`config.mk`:
```
export PLATFORM = sky130hd
export DESIGN_NAME = axi_lite_regbank_flat
export DESIGN_NICKNAME = d
export VERILOG_FILES = /design/src/rtl/axi_lite_regbank_if.sv /design/src/rtl/axi_lite_regbank.sv /design/src/flat_wrapper.sv
export SDC_FILE = /design/constraint.sdc
export NUM_CORES = 1
export LEC_CHECK = 0
export CORE_MARGIN = 2
export CORE_UTILIZATION = 50
export DETAILED_ROUTE_END_ITERATION = 12
export GPL_TIMING_DRIVEN = 0
export PLACE_DENSITY = 0.79
export SLEW_MARGIN = 20
export SYNTH_ARGS = -nofsm -noshare
export SYNTH_HDL_FRONTEND = slang
export SYNTH_SLANG_ARGS = --single-unit
```
`constraint.sdc`:
```
create_clock -name clk -period 5.4 [get_ports clk]
set_clock_uncertainty 0.2 [all_clocks]
set_input_delay 1.08 -clock clk [delete_from_list [all_inputs] [get_ports clk]]
set_output_delay 1.08 -clock clk [all_outputs]
set_load 0.02 [all_outputs]
```
`src/rtl/axi_lite_regbank_if.sv`:
```
// AXI-Lite interface bundle used between the arbiter and the register bank.
// It carries the AW, W, B, AR and R channels and has no clock or reset of its own.
interface axi_lite_if #(
  parameter int ADDR_WIDTH = 32,
  parameter int DATA_WIDTH = 32
);
  logic                    awvalid;
  logic                    awready;
  logic [ADDR_WIDTH-1:0]   awaddr;
  logic                    wvalid;
  logic                    wready;
  logic [DATA_WIDTH-1:0]   wdata;
  logic [DATA_WIDTH/8-1:0] wstrb;
  logic                    bvalid;
  logic                    bready;
  logic [1:0]              bresp;
  logic                    arvalid;
  logic                    arready;
  logic [ADDR_WIDTH-1:0]   araddr;
  logic                    rvalid;
  logic                    rready;
  logic [DATA_WIDTH-1:0]   rdata;
  logic [1:0]              rresp;

  modport slave (
    input  awvalid, awaddr, wvalid, wdata, wstrb, bready, arvalid, araddr, rready,
    output awready, wready, bvalid, bresp, arready, rvalid, rdata, rresp
  );

  modport master (
    output awvalid, awaddr, wvalid, wdata, wstrb, bready, arvalid, araddr, rready,
    input  awready, wready, bvalid, bresp, arready, rvalid, rdata, rresp
  );
endinterface

```
`src/rtl/axi_lite_regbank.sv`:
```
// AXI-Lite slave register bank with independent AW/W buffers and a flat register export.
// Define REGBANK_RO_ID_EN to make register 0 a read-only ID register.
module axi_lite_regbank #(
  parameter int          ADDR_WIDTH = 32,
  parameter int          DATA_WIDTH = 32,
  parameter int          NUM_REGS   = 8,
  parameter logic [31:0] ID_VALUE   = 32'h5245_4742
) (
  input  logic                         clk,
  input  logic                         rst_n,
  axi_lite_if.slave                    s_if,
  output logic [NUM_REGS*DATA_WIDTH-1:0] reg_q
);

  localparam int IDX_W  = $clog2(NUM_REGS);
  localparam int STRB_W = DATA_WIDTH / 8;

  typedef enum logic [1:0] {
    RESP_OKAY   = 2'b00,
    RESP_SLVERR = 2'b10
  } resp_e;

  logic [DATA_WIDTH-1:0] regs [NUM_REGS];

  // Goes high on the first edge after reset release; gates all READYs.
  logic rst_done;

  logic             aw_full;
  logic [IDX_W-1:0] aw_idx;
  logic             aw_err;
  logic             w_full;
  logic [DATA_WIDTH-1:0] w_data;
  logic [STRB_W-1:0]     w_strb;
  logic             bvalid;
  resp_e            bresp;

  logic                  rvalid;
  logic [DATA_WIDTH-1:0] rdata;
  resp_e                 rresp;

  logic [ADDR_WIDTH-1:0] aw_addr;
  logic [ADDR_WIDTH-1:0] ar_addr;
  logic [IDX_W-1:0]      aw_idx_in;
  logic [IDX_W-1:0]      ar_idx_in;
  logic                  aw_oor;
  logic                  ar_oor;
  logic                  aw_err_in;
  logic                  aw_hs;
  logic                  w_hs;
  logic                  ar_hs;
  logic                  commit;
  logic [DATA_WIDTH-1:0] rd_data;
  resp_e                 rd_resp;

  assign aw_addr   = s_if.awaddr;
  assign ar_addr   = s_if.araddr;
  assign aw_idx_in = aw_addr[2 +: IDX_W];
  assign ar_idx_in = ar_addr[2 +: IDX_W];
  assign aw_oor    = (aw_addr >> (2 + IDX_W)) != '0;
  assign ar_oor    = (ar_addr >> (2 + IDX_W)) != '0;

`ifdef REGBANK_RO_ID_EN
  assign aw_err_in = aw_oor || (aw_idx_in == '0);
  // Register 0 storage is never written or read back in this build.
  logic unused_ok;
  assign unused_ok = ^regs[0];
`else
  assign aw_err_in = aw_oor;
`endif

  assign s_if.awready = rst_done && !aw_full && !bvalid;
  assign s_if.wready  = rst_done && !w_full  && !bvalid;
  assign s_if.arready = rst_done && !rvalid;
  assign s_if.bvalid  = bvalid;
  assign s_if.bresp   = bresp;
  assign s_if.rvalid  = rvalid;
  assign s_if.rdata   = rdata;
  assign s_if.rresp   = rresp;

  assign aw_hs  = s_if.awvalid && s_if.awready;
  assign w_hs   = s_if.wvalid  && s_if.wready;
  assign ar_hs  = s_if.arvalid && s_if.arready;
  assign commit = aw_full && w_full;

  function automatic logic [DATA_WIDTH-1:0] merge_bytes(
    input logic [DATA_WIDTH-1:0] old_val,
    input logic [DATA_WIDTH-1:0] new_val,
    input logic [STRB_W-1:0]     strb
  );
    merge_bytes = old_val;
    for (int k = 0; k < STRB_W; k++) begin
      if (strb[k]) merge_bytes[8*k +: 8] = new_val[8*k +: 8];
    end
  endfunction

  // Write path: the two buffer-full flags plus BVALID form the write state machine
  // (IDLE, HAVE_AW, HAVE_W, COMMIT, RESP).
  // NOTE: the register array is flops, not RAM, so it is cleared by the async reset
  // like every other piece of state.
  always_ff @(posedge clk or negedge rst_n) begin
    if (!rst_n) begin
      rst_done <= 1'b0;
      aw_full  <= 1'b0;
      aw_idx   <= '0;
      aw_err   <= 1'b0;
      w_full   <= 1'b0;
      w_data   <= '0;
      w_strb   <= '0;
      bvalid   <= 1'b0;
      bresp    <= RESP_OKAY;
      for (int i = 0; i < NUM_REGS; i++) regs[i] <= '0;
    end else begin
      // NOTE: state updates are non-blocking so every reader in this block sees
      // the pre-edge values regardless of statement order.
      rst_done <= 1'b1;
      if (aw_hs) begin
        aw_full <= 1'b1;
        aw_idx  <= aw_idx_in;
        aw_err  <= aw_err_in;
      end
      if (w_hs) begin
        w_full <= 1'b1;
        w_data <= s_if.wdata;
        w_strb <= s_if.wstrb;
      end
      if (commit) begin
        aw_full <= 1'b0;
        w_full  <= 1'b0;
        bvalid  <= 1'b1;
        bresp   <= aw_err ? RESP_SLVERR : RESP_OKAY;
        if (!aw_err) regs[aw_idx] <= merge_bytes(regs[aw_idx], w_data, w_strb);
      end else if (bvalid && s_if.bready) begin
        bvalid <= 1'b0;
      end
    end
  end

  // NOTE: every output of this block gets a default first, so no path can infer a latch.
  always_comb begin
    rd_data = '0;
    rd_resp = RESP_OKAY;
    if (ar_oor) begin
      rd_resp = RESP_SLVERR;
    end else begin
      rd_data = regs[ar_idx_in];
`ifdef REGBANK_RO_ID_EN
      if (ar_idx_in == '0) rd_data = ID_VALUE;
`endif
    end
  end

  // Read data is taken from stored values, so a same-edge write returns the old value.
  always_ff @(posedge clk or negedge rst_n) begin
    if (!rst_n) begin
      rvalid <= 1'b0;
      rdata  <= '0;
      rresp  <= RESP_OKAY;
    end else if (ar_hs) begin
      rvalid <= 1'b1;
      rdata  <= rd_data;
      rresp  <= rd_resp;
    end else if (rvalid && s_if.rready) begin
      rvalid <= 1'b0;
    end
  end

  always_comb begin
    reg_q = '0;
    for (int i = 0; i < NUM_REGS; i++) reg_q[DATA_WIDTH*i +: DATA_WIDTH] = regs[i];
`ifdef REGBANK_RO_ID_EN
    reg_q[DATA_WIDTH-1:0] = ID_VALUE;
`endif
  end

endmodule

```
`src/flat_wrapper.sv`:
```
// flat-port wrapper written by rule: the top's interface ports become plain ports
module axi_lite_regbank_flat 
#(
  parameter int          ADDR_WIDTH = 32,
  parameter int          DATA_WIDTH = 32,
  parameter int          NUM_REGS   = 8,
  parameter logic [31:0] ID_VALUE   = 32'h5245_4742
)
  (clk, rst_n, reg_q, s_if_awvalid, s_if_awaddr, s_if_wvalid, s_if_wdata, s_if_wstrb, s_if_bready, s_if_arvalid, s_if_araddr, s_if_rready, s_if_awready, s_if_wready, s_if_bvalid, s_if_bresp, s_if_arready, s_if_rvalid, s_if_rdata, s_if_rresp);
  axi_lite_if #(.ADDR_WIDTH(ADDR_WIDTH), .DATA_WIDTH(DATA_WIDTH)) s_if_i ();
  input  logic clk;
  input  logic rst_n;
  output logic [NUM_REGS*DATA_WIDTH-1:0] reg_q;
  input wire logic [$bits(s_if_i.awvalid)-1:0] s_if_awvalid;
  input wire logic [$bits(s_if_i.awaddr)-1:0] s_if_awaddr;
  input wire logic [$bits(s_if_i.wvalid)-1:0] s_if_wvalid;
  input wire logic [$bits(s_if_i.wdata)-1:0] s_if_wdata;
  input wire logic [$bits(s_if_i.wstrb)-1:0] s_if_wstrb;
  input wire logic [$bits(s_if_i.bready)-1:0] s_if_bready;
  input wire logic [$bits(s_if_i.arvalid)-1:0] s_if_arvalid;
  input wire logic [$bits(s_if_i.araddr)-1:0] s_if_araddr;
  input wire logic [$bits(s_if_i.rready)-1:0] s_if_rready;
  output wire logic [$bits(s_if_i.awready)-1:0] s_if_awready;
  output wire logic [$bits(s_if_i.wready)-1:0] s_if_wready;
  output wire logic [$bits(s_if_i.bvalid)-1:0] s_if_bvalid;
  output wire logic [$bits(s_if_i.bresp)-1:0] s_if_bresp;
  output wire logic [$bits(s_if_i.arready)-1:0] s_if_arready;
  output wire logic [$bits(s_if_i.rvalid)-1:0] s_if_rvalid;
  output wire logic [$bits(s_if_i.rdata)-1:0] s_if_rdata;
  output wire logic [$bits(s_if_i.rresp)-1:0] s_if_rresp;
  assign s_if_i.awvalid = s_if_awvalid;
  assign s_if_i.awaddr = s_if_awaddr;
  assign s_if_i.wvalid = s_if_wvalid;
  assign s_if_i.wdata = s_if_wdata;
  assign s_if_i.wstrb = s_if_wstrb;
  assign s_if_i.bready = s_if_bready;
  assign s_if_i.arvalid = s_if_arvalid;
  assign s_if_i.araddr = s_if_araddr;
  assign s_if_i.rready = s_if_rready;
  assign s_if_awready = s_if_i.awready;
  assign s_if_wready = s_if_i.wready;
  assign s_if_bvalid = s_if_i.bvalid;
  assign s_if_bresp = s_if_i.bresp;
  assign s_if_arready = s_if_i.arready;
  assign s_if_rvalid = s_if_i.rvalid;
  assign s_if_rdata = s_if_i.rdata;
  assign s_if_rresp = s_if_i.rresp;
  axi_lite_regbank #(.ADDR_WIDTH(ADDR_WIDTH), .DATA_WIDTH(DATA_WIDTH), .NUM_REGS(NUM_REGS), .ID_VALUE(ID_VALUE)) u_core (.clk(clk), .rst_n(rst_n), .s_if(s_if_i), .reg_q(reg_q));
endmodule
```
Word-level counts from Yosys, hierarchy flattened
Cells that the tools add are included.
Word-level totals
  register bits: 337
  latch bits: 0
  bits in writable memories: 0
  bits in read-only memories: 0
  input port bits: 107
  output and inout bits: 297
  memories kept: 0
Operators by class
  $add $sub $neg: 0
  $mul: 0
  divide/modulo/power cells: 0
  magnitude comparators: 3
  equality and inequality tests: 0
  shift operators: 0
  mux-type cells: 32
  bitwise operators: 3
  reductions and logical operators: 23
Operators by type and width (count)
  bitwise mux 256 bit: 1
  binary-select mux 32 bit (select 3 bit): 2
  2-to-1 mux 32 bit: 6
  demux 32 bit (select 3 bit): 1
  2-to-1 mux 8 bit: 12
  nonzero test 32 bit: 2
  logical AND 1 bit: 12
  >= comparator 4 bit, second input constant: 2
  2-to-1 mux 1 bit: 8
  NOT 3 -> 4 bit: 2
  nonzero test 2 bit: 4
  zero test 1 bit: 4
  < comparator 4 x 1 -> 1 bit, second input constant: 1
  2-to-1 mux 2 bit: 2
  AND reduction 2 bit: 1
  NOT 1 bit: 1

Longest topological paths before layout
Gate-level depths: netlist (run 1).
  word-level depth: 8
  mapped depth: 9
  mapped depth without buffers: 4

Worst setup path after synthesis (run 1)
No wires, ideal clock.
  path kind: input port to flip-flop
  start: input s_if_araddr[3]
  end: register u_core.rdata[28], in the netlist u_core.s_if.rdata[28]
  setup time: 0.121 ns
  arrival time: 2.552 ns
  required time: 5.079 ns
  path slack: 2.527 ns
  cell stages on the path: 5
  buffers on the path: 2
  cell sequence: buf_2 > buf_2 > mux4_2 > mux2_2 > a22o_1
On the way
  cells in the longest elaborated chain, start to end: 5
RTL lines
  start, declared: line flat_wrapper.sv:21  | input wire logic [$bits(s_if_i.araddr)-1:0] s_if_araddr;
  NOT 3 -> 4 bit (implied by the code): line axi_lite_regbank.sv:145  | rd_data = regs[ar_idx_in];
  binary-select mux 32 bit (select 3 bit): line axi_lite_regbank.sv:145
  2-to-1 mux 32 bit (implied by the code) (2 in series): line axi_lite_regbank.sv:145
  2-to-1 mux 32 bit: line axi_lite_regbank.sv:142  | if (ar_oor) begin
  end signal, assigned: line axi_lite_regbank.sv:160  | rdata <= rd_data;
  end, declared: line axi_lite_regbank.sv:38  | logic [DATA_WIDTH-1:0] rdata;
No other way between the ends. The select of a mux whose other input is x is not followed.
A chain may end at the register's enable or synchronous reset.

Worst setup path after layout (run 1)
  start: input s_if_arvalid
  end: register u_core.rdata[20], in the netlist u_core.s_if.rdata[20]
On the way
  cells in the longest elaborated chain, start to end: 1
RTL lines
  start, declared: line flat_wrapper.sv:20  | input wire logic [$bits(s_if_i.arvalid)-1:0] s_if_arvalid;
  logical AND 1 bit: line axi_lite_regbank.sv:82  | assign ar_hs = s_if.arvalid && s_if.arready;
No other way between the ends.

==> results of run 1 <==
-- worst min-delay path by stage --
| stage | startpoint | to | slack (ns) | cells after the start |
|---|---|---|---|---|
| global route | rst_n | u_core.s_if.rdata[1]$_DFFE_PN0P_ | 0.31 | 1 |
| CTS | rst_n | u_core.s_if.rdata[1]$_DFFE_PN0P_ | 0.29 | 1 |
| finish | rst_n | u_core.s_if.rdata[1]$_DFFE_PN0P_ | 0.27 | 1 |
| detailed placement | u_core.w_data[11]$_DFFE_PN0P_ | u_core.w_data[11]$_DFFE_PN0P_ | 0.29 | 1 |
| floorplan | u_core.w_data[26]$_DFFE_PN0P_ | u_core.w_data[26]$_DFFE_PN0P_ | 0.27 | 1 |
| global placement | u_core.w_data[27]$_DFFE_PN0P_ | u_core.w_data[27]$_DFFE_PN0P_ | 0.28 | 1 |
-- logic make-up (layout without fill, tap and decap cells) --
family,after synthesis,in the layout
other cells,2,3
simple gates,318,318
compound gates,354,354
buf+inv,158,620
flops,335,335
mux,393,393
-- final cells by class --
cell class / instances / share of cell area
buffer: 145 / 0.0330
clock buffer: 58 / 0.0474
clock inverter: 7 / 0.00276
inverter: 13 / 0.00203
multi-input combinational: 1068 / 0.374
sequential: 335 / 0.349
tap: 461 / 0.0240
timing repair buffer: 397 / 0.168
-- stage by stage --
step	power [uW]	worst slack (ns)	hold slack (ns)	area [um^2]
after floorplan	6070	2.53	0.272	18200
after global placement	8030	-11.58	0.283	22700
after detailed placement	8140	1.53	0.288	22800
after CTS	10700	2.06	0.289	24000
after global routing	11200	1.90	0.306	24000
final	10900	1.99	0.269	24000
-- power by group through the flow --
stage          Sequential, uW  Clock [uW]  Combinational (uW)
2_1_floorplan            3760           0                2300
3_3_place_gp             3570           0                4460
3_5_place_dp             3580           0                4560
4_1_cts                  3550        2550                4580
5_1_grt                  3620        2640                4890
6_report                 3590        2560                4750
-- per-layer routing --
metal / vias to the layer above / global-route usage
met5: - / 0.0102
li1: 6698 / -
met2: 1485 / 0.597
met1: 8461 / 0.525
met4: 0 / 0.243
met3: 391 / 0.116
-- sequential cells by signal, indices dropped and copies added (netlist names), 3 cells and up --
register / flops
u_core.aw_idx: 3
u_core.reg_q: 256
u_core.s_if.rdata: 32
u_core.w_data: 32
u_core.w_strb: 4
-- synthesized netlist by cell type (28+ instances only) --
| master | instances |
|---|---|
| dfrtp_1 | 335 |
| mux2i_1 | 179 |
| mux2_2 | 145 |
| a21oi_1 | 139 |
| nand2_1 | 99 |
| mux4_2 | 68 |
| clkbuf_1 | 60 |
| o21ai_0 | 60 |
| nor2_1 | 57 |
| a22o_1 | 40 |
| buf_2 | 39 |
| a31oi_1 | 34 |
| nand2b_1 | 30 |
| buf_4 | 29 |
| nor3_1 | 29 |
| nor4_1 | 28 |
==> flow_summary.toml, run 1 <==
[critical_path]
path_cells = "clkdlybuf4s50_1 -> nand2_1 -> nor4_2 -> buf_2 -> a22o_1"
startpoint = "s_if_arvalid"
timing.rr.start = "u_core.aw_idx[1]$_DFFE_PN0P_"
crit_cells = 5
start_kind = "input pin"
path_buf_inv = 2
r2r-end = "u_core.reg_q[5]$_DFFE_PN0P_"
slowest_stage = "nor4_2"
crit_fanout = 10
end_kind = "register"
crit_end = "u_core.s_if.rdata[20]$_DFFE_PN0P_"
reg2regPathDepth = 6
cp.required_ns = 5.67
cpLargestDelayFamily = "simple AND/OR/NAND/NOR gates"
worstSetupPathType = "input pin to register"
cp.arrival_ns = 3.67
r2r_slack_ns = 2.18
max_stage_delay_ns = 0.91

[detailed_routing]
ant_nets = 0
drt_first_iter_violations = 2260
wl_met1_um = 27600
via_per_inst = 6.86
route.met3.wl_um = 10500
wl_per_cell_um = 31.1
wl_um = 77200
firstDrtPassIters = 6
top_layer_used = "met4"
drc = 0
num_vias = 17000
wl_met2_um = 33500

[floorplanning]
die_w_um = 195
initial_core_util = 0.509
num_io_pins = 404
rows = 69
fp.dieH_um = 195
dieArea_um2 = 37900
coreArea_um2 = 35700

[global_route]
track_usage = 0.403
grt_max_degree = 98
grt_antenna_before_repair = 0
grt_first_pass_wirelength_um = 113000
grt_pass1_vias = 17200
globalRouteOverflowTotal = 0

[synth]
syn_area_um2 = 18200
synth_cell_type_count = 67
postSynth.asyncResetShare = 1.00
synthXorXnorAreaFrac = 0
dominantRegCellSynth = "dfrtp_1"
yosys-top-cells-area = "dfrtp_1 (46%), mux2i_1 (9.8%), mux2_2 (9.0%)"
syn_avg_cell_area_um2 = 11.7
synth_seq_area_share = 0.461
synth_top_area_frac = 0.461
synth_compound_area_frac = 0.127
synth-simple-area-share = 0.0924
ys_warn_count = 0
synth_top_family_by_area = "multiplexers"
synth_adder_area_share = 0
yosysTopAreaCell = "dfrtp_1"
synthMuxAreaShare = 0.273
synth_edf_count = 0
ys_ff_latch = 335
synth_cells = 1560

[clock_network]
clock-sinks = 335
cts_buffers = 37
clock_latency_ns = 0.54
cts-root-buf = "clkbuf_16"
clkTransAtPathRegs_ns = 0.07
cts_hold_buf = 0
htreeDepth = 2
cts.repair.resized = 0
cts_max_path_buffers = 3
cts_tree = "done"
post_cts_buffers = 0

[placed_design]
gp_congestion = 0.967
portBuffers = 394
dp_cells = 2419
dp_hpwl_um = 53800

[sta]
fin_setup_tns_ns = 0
rsz0062_at_grt = "false"
fmaxAchievable_ghz = 0.293
hold_viol_final = 0
timing.final.crit_share = 0.631
slew_viol_final = 0
setup_viol = 0
max_slew.worst_pin.slew_ns = 1.23
period_needed_ns = 3.41
maxSlewHeadroom = 0.179

[power_and_ir_drop]
p_comb_frac = 0.436
pwr-share-seq = 0.329
p_int_uw = 6300
switching_share = 0.422
power_density_nw_per_um2 = 454
leakage_uw = 0.00979
peakVddDrop_uv = 248
switchingPower_uw = 4600
pwr-share-clk = 0.235

[layout]
multiInputGateArea_um2 = 8980
layout_commonest_cell = "clkdlybuf4s50_1"
fin_cells = 2484
utilization = 0.672
drive_gt1_frac = 0.194
num_antenna_cells = 0
area_delta_synth_final_pct = 32.0
final_cell_mix = "clkdlybuf4s50_1 (393), dfrtp_1 (335), mux2i_1 (179)"
register_area_um2 = 8380
layout.nets = 2104
fillers = 2745

[flow_run]
drv_cap = 0

[worst_hold_path]
hp-class = "input pin to asynchronous set/reset pin"

[run_status]
status = "complete, no violations"
Power figures use the tool's default switching activity.
==> inputs of run 2 (changes only) <==
Settings changed: CORE_UTILIZATION 50 to 47, PLACE_DENSITY 0.79 to 0.78.
Clock period 5.4 ns to 3 ns, I/O delays scaled along.
==> flow_summary.toml, run 2 (synthesized netlist as in run 1, its figures left out) <==
[clock_network]
cts_buffers = 37
cts_tree = "done"
clock_latency_ns = 0.52
clock-sinks = 335
clkTransAtPathRegs_ns = 0.07
cts-root-buf = "clkbuf_16"
htreeDepth = 2
cts_max_path_buffers = 3
post_cts_buffers = 0

[global_route]
track_usage = 0.381
grt_pass1_vias = 16900
grt_first_pass_wirelength_um = 114000
grt_antenna_before_repair = 0
grt_max_degree = 99
globalRouteOverflowTotal = 0

[layout]
layout.nets = 2105
layout_commonest_cell = "clkdlybuf4s50_1"
area_delta_synth_final_pct = 32.0
largest_reg_flops = 256
fin_cells = 2537
num_antenna_cells = 0
drive_gt1_frac = 0.194
final_cell_mix = "clkdlybuf4s50_1 (393), dfrtp_1 (335), mux2i_1 (179)"

[floorplanning]
num_io_pins = 404
dieArea_um2 = 40300
fp.dieH_um = 201
initial_core_util = 0.473
rows = 72
coreArea_um2 = 38500
die_w_um = 201

[power_and_ir_drop]
switching_share = 0.423
p_int_uw = 11200
leakage_uw = 0.00978
peakVddDrop_uv = 387
pwr-share-seq = 0.332
power_density_nw_per_um2 = 806
p_total_uw = 19400
pwr-share-clk = 0.228
p_comb_frac = 0.440
switchingPower_uw = 8200

[critical_path]
r2r_slack_ns = 0.02
cp.required_ns = 3.17
cp.arrival_ns = 3.15
reg2regPathDepth = 6
end_kind = "register"
r2r-end = "u_core.reg_q[37]$_DFFE_PN0P_"
path_cells = "buf_4 -> buf_6 -> nor3b_4 -> nand2_1 -> nor2_1 -> a21oi_1"
slowest_stage = "nor3b_4"
crit_fanout = 10
start_kind = "register"
max_stage_delay_ns = 0.66
timing.rr.start = "u_core.aw_idx[2]$_DFFE_PN0P_"
worstSetupPathType = "register to register"

[sta]
slew_viol_final = 0
timing.final.crit_share = 0.993
setup_viol = 0
rsz0062_at_grt = "false"
fmaxAchievable_ghz = 0.336
max_slew.worst_pin.slew_ns = 1.23
maxSlewHeadroom = 0.179
hold_viol_final = 0
period_needed_ns = 2.98

[detailed_routing]
firstDrtPassIters = 7
wl_um = 77500
ant_nets = 0
via_per_inst = 6.57
drt_first_iter_violations = 2282
wl_per_cell_um = 30.6
drc = 0
num_vias = 16700

[worst_hold_path]
hp-class = "register to register"
hp-start = "u_core.s_if.rdata[29]$_DFFE_PN0P_"
hold_path_depth = 1
holdPathEnd = "u_core.s_if.rdata[29]$_DFFE_PN0P_"

[placed_design]
portBuffers = 394
gp_congestion = 0.965
dp_cells = 2476
dp_hpwl_um = 54800

[run_status]
status = "complete, no violations"

[flow_run]
drv_cap = 0
-- run 2: worst max-delay path by stage --
stage                                 startpoint                                end  slack, ns  cells past startpoint
floorplan                         s_if_araddr[3]  u_core.s_if.rdata[28]$_DFFE_PN0P_       0.61                      5
global placement                           rst_n      u_core.reg_q[210]$_DFFE_PN0P_     -13.37                      1
detailed placement                  s_if_arvalid  u_core.s_if.rdata[15]$_DFFE_PN0P_      -0.42                      5
CTS                 u_core.aw_idx[1]$_DFFE_PN0P_      u_core.reg_q[202]$_DFFE_PN0P_       0.13                      7
global route        u_core.aw_idx[1]$_DFFE_PN0P_      u_core.reg_q[207]$_DFFE_PN0P_       0.02                      7
finish              u_core.aw_idx[2]$_DFFE_PN0P_       u_core.reg_q[37]$_DFFE_PN0P_       0.02                      6
-- run 2: per-stage QoR --
stage	hold WS, ns	instance area, um^2	setup WS (ns)	utilization	setup TNS, ns
final	0.301	24000	0.0222	0.625	0
after global routing	0.318	24000	0.0241	0.625	0
after CTS	0.300	24000	0.128	0.624	0
after detailed placement	0.287	22900	-0.419	0.595	-10.06
after global placement	0.284	22800	-13.37	0.592	-4480.61
after floorplan	0.104	18200	0.607	-	0
-- run 2: final cells by class --
type / instances / area [um^2]
Fill cell: 3082 / 14400
Buffer: 145 / 796
Inverter: 13 / 48.8
Tap cell: 518 / 648
Sequential cell: 335 / 8380
Multi-Input combinational cell: 1068 / 8990
Clock buffer: 50 / 1010
Timing Repair Buffer: 398 / 4040
Clock inverter: 10 / 100
-- run 2: power groups by stage --
stage,clock network (uW),logic (uW),registers (uW)
after CTS,4390,8300,6360
after global routing,4560,8850,6500
after global placement,0,8050,6410
final,4410,8530,6430
after detailed placement,0,8250,6430
after floorplan,0,4140,6780
-- run 2: routing by layer --
metal / track usage / wire (um)
met1: 0.491 / 28100
met2: 0.562 / 33600
met3: 0.121 / 10100
met4: 0.237 / 5790
met5: 0 / 0
-- run 2: timing repair --
| item | CTS | global route |
|---|---|---|
| gates resized for setup | 2 | 3 |
| endpoints found under the hold margin | 66 | 0 |
| setup endpoints to repair | 15 | 4 |
| hold buffers | 1 | 0 |
-- run 2: critical path: cells and delay by family, from the launching register on --
| family | cells | cell delay, ns |
|---|---|---|
| AOI/OAI and AO/OA | 1 | 0.18 |
| DFF | 1 | 0.38 |
| and+or+nand+nor | 3 | 1.71 |
| buffers and inverters | 2 | 0.35 |
